### src/rtl/id_exe_stage.sv
// id_exe_stage: ID-to-EXE pipeline stage.
// Selects forwarded operands, registers the ID/EXE pipeline fields, detects
// load-use hazards (one-cycle stall plus bubble), and honours hold/flush.
// Optional macro LU_STALL_CNT_EN adds a saturating stall_count output.
module id_exe_stage #(
  parameter int          DATA_W   = 32,
  parameter logic [31:0] NOP_INST = 32'h0000_0000
) (
  input  logic              clk,
  input  logic              nrst,
  input  logic [31:0]       ID_inst,
  input  logic [31:0]       ID_pc4,
  input  logic [DATA_W-1:0] rf_rdataA,
  input  logic [DATA_W-1:0] rf_rdataB,
  input  logic [1:0]        forwardA,
  input  logic [1:0]        forwardB,
  input  logic [DATA_W-1:0] EXE_result,
  input  logic [DATA_W-1:0] MEM_result,
  input  logic [DATA_W-1:0] WB_result,
  input  logic              EXE_is_load,
  input  logic              hold,
  input  logic              flush,
  output logic [DATA_W-1:0] ID_opA,
  output logic [DATA_W-1:0] ID_opB,
  output logic              stall,
  output logic [31:0]       EXE_inst,
  output logic [31:0]       EXE_pc4,
  output logic [DATA_W-1:0] EXE_opA,
  output logic [DATA_W-1:0] EXE_opB,
  output logic [31:0]       EXE_imm,
  output logic              EXE_valid
`ifdef LU_STALL_CNT_EN
  ,
  output logic [31:0]       stall_count
`endif
);

  typedef enum logic {RUN, LU_STALL} state_e;

  state_e            state_q, state_d;
  logic [31:0]       inst_q, inst_d;
  logic [31:0]       pc4_q, pc4_d;
  logic [DATA_W-1:0] opa_q, opa_d;
  logic [DATA_W-1:0] opb_q, opb_d;
  logic [31:0]       imm_q, imm_d;
  logic              valid_q, valid_d;
  logic              lu;

  // Operand source selection: regfile or one of the in-flight results.
  always_comb begin
    unique case (forwardA)
      2'd0:    ID_opA = rf_rdataA;
      2'd1:    ID_opA = EXE_result;
      2'd2:    ID_opA = MEM_result;
      default: ID_opA = WB_result;
    endcase
    unique case (forwardB)
      2'd0:    ID_opB = rf_rdataB;
      2'd1:    ID_opB = EXE_result;
      2'd2:    ID_opB = MEM_result;
      default: ID_opB = WB_result;
    endcase
  end

  // A load in EXE cannot forward its data to ID in the same cycle.
  assign lu    = EXE_is_load && valid_q && (forwardA == 2'd1 || forwardB == 2'd1);
  assign stall = (state_q == RUN) && lu && !hold && !flush;

  // Next-state and pipeline-register update; hold > flush > load-use > capture.
  always_comb begin
    state_d = state_q;
    inst_d  = inst_q;
    pc4_d   = pc4_q;
    opa_d   = opa_q;
    opb_d   = opb_q;
    imm_d   = imm_q;
    valid_d = valid_q;
    if (!hold) begin
      if (flush || (state_q == RUN && lu)) begin
        // Bubble: PC+4 still follows ID so the slot keeps a sensible PC.
        inst_d  = NOP_INST;
        pc4_d   = ID_pc4;
        opa_d   = '0;
        opb_d   = '0;
        imm_d   = '0;
        valid_d = 1'b0;
        state_d = flush ? RUN : LU_STALL;
      end else begin
        inst_d  = ID_inst;
        pc4_d   = ID_pc4;
        opa_d   = ID_opA;
        opb_d   = ID_opB;
        imm_d   = {{16{ID_inst[15]}}, ID_inst[15:0]};
        valid_d = 1'b1;
        state_d = RUN;
      end
    end
  end

  // State and ID/EXE pipeline register.
  always_ff @(posedge clk or negedge nrst) begin
    if (!nrst) begin
      state_q <= RUN;
      inst_q  <= NOP_INST;
      pc4_q   <= '0;
      opa_q   <= '0;
      opb_q   <= '0;
      imm_q   <= '0;
      valid_q <= 1'b0;
    end else begin
      state_q <= state_d;
      inst_q  <= inst_d;
      pc4_q   <= pc4_d;
      opa_q   <= opa_d;
      opb_q   <= opb_d;
      imm_q   <= imm_d;
      valid_q <= valid_d;
    end
  end

  assign EXE_inst  = inst_q;
  assign EXE_pc4   = pc4_q;
  assign EXE_opA   = opa_q;
  assign EXE_opB   = opb_q;
  assign EXE_imm   = imm_q;
  assign EXE_valid = valid_q;

`ifdef LU_STALL_CNT_EN
  logic [31:0] cnt_q, cnt_d;

  // Saturating count of load-use stall cycles.
  always_comb begin
    cnt_d = cnt_q;
    if (stall && cnt_q != '1) cnt_d = cnt_q + 32'd1;
  end

  // Stall counter register.
  always_ff @(posedge clk or negedge nrst) begin
    if (!nrst) cnt_q <= '0;
    else       cnt_q <= cnt_d;
  end

  assign stall_count = cnt_q;
`endif

endmodule

### config.mk
export PLATFORM = sky130hd
export DESIGN_NAME = id_exe_stage
export DESIGN_NICKNAME = d
export VERILOG_FILES = /design/src/rtl/id_exe_stage.sv
export SDC_FILE = /design/constraint.sdc
export NUM_CORES = 1
export LEC_CHECK = 0
export CAP_MARGIN = 40
export CORE_AREA = 5 5 175 177
export CTS_BUF_LIST = sky130_fd_sc_hd__clkbuf_8
export CTS_CLUSTER_DIAMETER = 100
export DETAILED_ROUTE_END_ITERATION = 6
export DIE_AREA = 0 0 180 182
export PLACE_DENSITY_LB_ADDON = 0.3
export REMOVE_ABC_BUFFERS = 1
export SLEW_MARGIN = 20
export SYNTH_ARGS = -nofsm -noshare
export SYNTH_HDL_FRONTEND = slang
export SYNTH_SLANG_ARGS = --single-unit
### constraint.sdc
create_clock -name clk -period 3.5 [get_ports clk]
set_input_delay 1.05 -clock clk [delete_from_list [all_inputs] [get_ports clk]]
set_output_delay 1.05 -clock clk [all_outputs]
set_load 0.05 [all_outputs]
==> summary.txt <==
outcome -> complete, no violations
Reg2Reg Capture Point -> EXE_opB[28]$_DFFE_PN0N_
drt total wl -> 26.9 mm
Tmin final -> 3.33 ns
Slew headroom -> 0.468
dpl ws -> 0.149 ns
final cycle utilization of the critical path -> 0.951
Worst Setup Slack, final -> 0.172 ns
largest net degree at the start of global routing -> 164
Worst Hold Depth -> 2
vias in the first global route -> 7,080
die area -> 0.0328 mm^2
hpwl dp -> 20.5 mm
clk_skew -> 0.0207 ns
Die X -> 180 um
worst-path fanout max -> 17
P&R area growth vs syn -> 74.3%
post-synthesis sequential area ratio -> 0.458
endpoint class of the critical path -> output pin
Clock Tree Root -> clkbuf_8
CTS clk-pin slew, worst paths -> 0.08 ns
Vias -> 6,392
PD cells -> 432 mW/mm^2
synth unique cells -> 17
fin cells -> 1,418
Crit Path Category -> primary input to output pin
Total Routing Usage GR -> 0.159
share of layout cells above drive strength 1 -> 0.209
Post-CTS Resized -> 0
Post-Syn Instances -> 611
FMAX -> 300 MHz
Initial DRT Pass Iterations -> 4
DRT iter0 DRCs -> 225
hold worst-path end -> EXE_inst[28]$_DFFE_PN0N_
antenna cells -> 0
# port buffers -> 458
antenna-violating nets left -> 0
# Max-Cap Violations -> 0
CTS buffer count -> 17
initial antenna violation count -> 1
Synth area leader -> dfrtp_1
Avg Inst Size Synth -> 11.6 um^2
Area contributors post-synth -> dfrtp_1, mux4_2, o31ai_1
global-route wire length before repair -> 41.1 mm
Placed Instances -> 1,387
Post-Route Hold Slack -> 0.479 ns
Post-CTS Hold Fix Bufs -> 0
Remaining DRCs -> 0
Startpoint Class -> primary input
yosys warns -> 0
worst vdd ir -> 0.000206 V
Overflow after GRT -> 0
clk sink count -> 130
Via-to-Cell Ratio -> 4.51
Hold/Removal Path Class -> register to register
Worst-Skew Late Latency -> 0.43 ns
CTS tree -> built
Max Slew Vio Count -> 0
Leak -> 0.00525 uW
top-area cell type share of the netlist area -> 0.458
synthesized cell area -> 0.00710 mm^2
wire per inst -> 18.9 um
worst path required time -> 2.45 ns
unrepaired setup endpoints after global routing -> no
worst reg2reg setup slack -> 1.99 ns
Worst Hold Launch -> EXE_inst[28]$_DFFE_PN0N_
worst path arrival time -> 2.28 ns
synthesis-stage register bit count -> 130
worst slew pin tran -> 0.798 ns
Post-CTS Setup Bufs -> 0
row count -> 63
htree depth -> 4
core area -> 0.0291 mm^2
endpoints failing setup -> 0
reg2reg start -> EXE_valid$_DFFE_PN0N_
Final Hold Vio Count -> 0
Max Root-Sink Buffers -> 2
Final Net Count -> 1,249
RD Place Congestion -> 0.853
initial core utilization -> 0.244
worst r2r path cells -> 4
Top Ports -> 459
chip height -> 182 um
## cell families after synthesis
family                 Yosys count  share of synthesized area
muxes                           96                      0.254
buffers and inverters          183                      0.121
DFF                            130                      0.458
and+or+nand+nor                103                     0.0558
AOI/OAI and AO/OA               99                      0.112
## flip-flops by register name, summed over array words and instances (netlist names)
register,cells
EXE_inst,32
EXE_opA,32
EXE_opB,32
EXE_pc4,32
EXE_valid,1
state_q,1
## synth_stat cells
master,count
a211oi_4,1
a22o_1,1
and2_1,1
buf_2,17
buf_4,40
clkbuf_1,30
dfrtp_1,130
inv_1,96
mux2_2,32
mux4_2,64
nand2_1,98
nand2b_1,2
nor2_1,1
o21ai_0,1
o31ai_1,64
o41ai_1,32
or2_2,1
## layout make-up
cell class | instances | area (um^2)
fillers | 2746 | 16700
inverters | 96 | 360
well taps | 390 | 488
clock buffers | 18 | 248
flip-flops and latches | 130 | 3250
repair buffers | 473 | 4890
multi-input cells | 298 | 2990
clock inverters | 13 | 153
## layout by cell type (no fill, tap or decap)
| cell type | synthesis | routed |
|---|---|---|
| a211oi_4 | 1 | 1 |
| a22o_1 | 1 | 1 |
| and2_1 | 1 | 1 |
| buf_12 | 0 | 30 |
| buf_2 | 17 | 4 |
| buf_4 | 40 | 51 |
| buf_6 | 0 | 1 |
| bufinv_16 | 0 | 2 |
| clkbuf_8 | 0 | 18 |
| clkdlybuf4s50_1 | 0 | 387 |
| clkinv_2 | 0 | 2 |
| clkinv_4 | 0 | 3 |
| clkinvlp_4 | 0 | 1 |
| dfrtp_1 | 130 | 130 |
| inv_1 | 96 | 96 |
| inv_6 | 0 | 3 |
| inv_8 | 0 | 2 |
| mux2_2 | 32 | 32 |
| mux4_2 | 64 | 64 |
| nand2_1 | 98 | 98 |
| nand2b_1 | 2 | 2 |
| nor2_1 | 1 | 1 |
| o21ai_0 | 1 | 1 |
| o31ai_1 | 64 | 64 |
| o41ai_1 | 32 | 32 |
| or2_2 | 1 | 1 |
## where the power goes
part	total, uW	switching, uW	internal, uW
clock	1350	682	666
sequential	1730	84.9	1640
combinational	2270	1370	903
total	5350	2140	3210
## routing by layer
layer | global-route usage | share of wire | vias up
li1 | - | - | 2951
met1 | 0.180 | 0.39 | 3069
met2 | 0.274 | 0.49 | 334
met3 | 0.0631 | 0.093 | 36
met4 | 0.0564 | 0.028 | 2
met5 | 0 | 0.00026 | -
## through the flow
step	utilization	power [uW]	setup TNS [ns]	cell area [um^2]
final	0.426	5350	0	12400
after global routing	0.426	5610	0	12400
after CTS	0.426	5450	0	12400
after detailed placement	0.412	4050	0	12000
after global placement	0.412	4040	0	12000
after floorplan	-	2980	-71.14	6610
## worst max-delay path by stage
stage	from	to	slack, ns
after floorplan	EXE_inst[15]$_DFFE_PN0N_	EXE_imm[15]	-3.21
after global routing	forwardA[0]	ID_opA[22]	0.12
after detailed placement	forwardA[0]	ID_opA[11]	0.15
after CTS	forwardA[0]	ID_opA[11]	0.15
after global placement	forwardA[0]	ID_opA[11]	0.14
final	forwardA[0]	ID_opA[11]	0.17
## critical path, stage by stage
cell	delay [ns]
buf_2	0.22
buf_12	0.22
mux4_2	0.56
buf_4	0.22
Note: power is estimated with default switching activity, not from simulation.
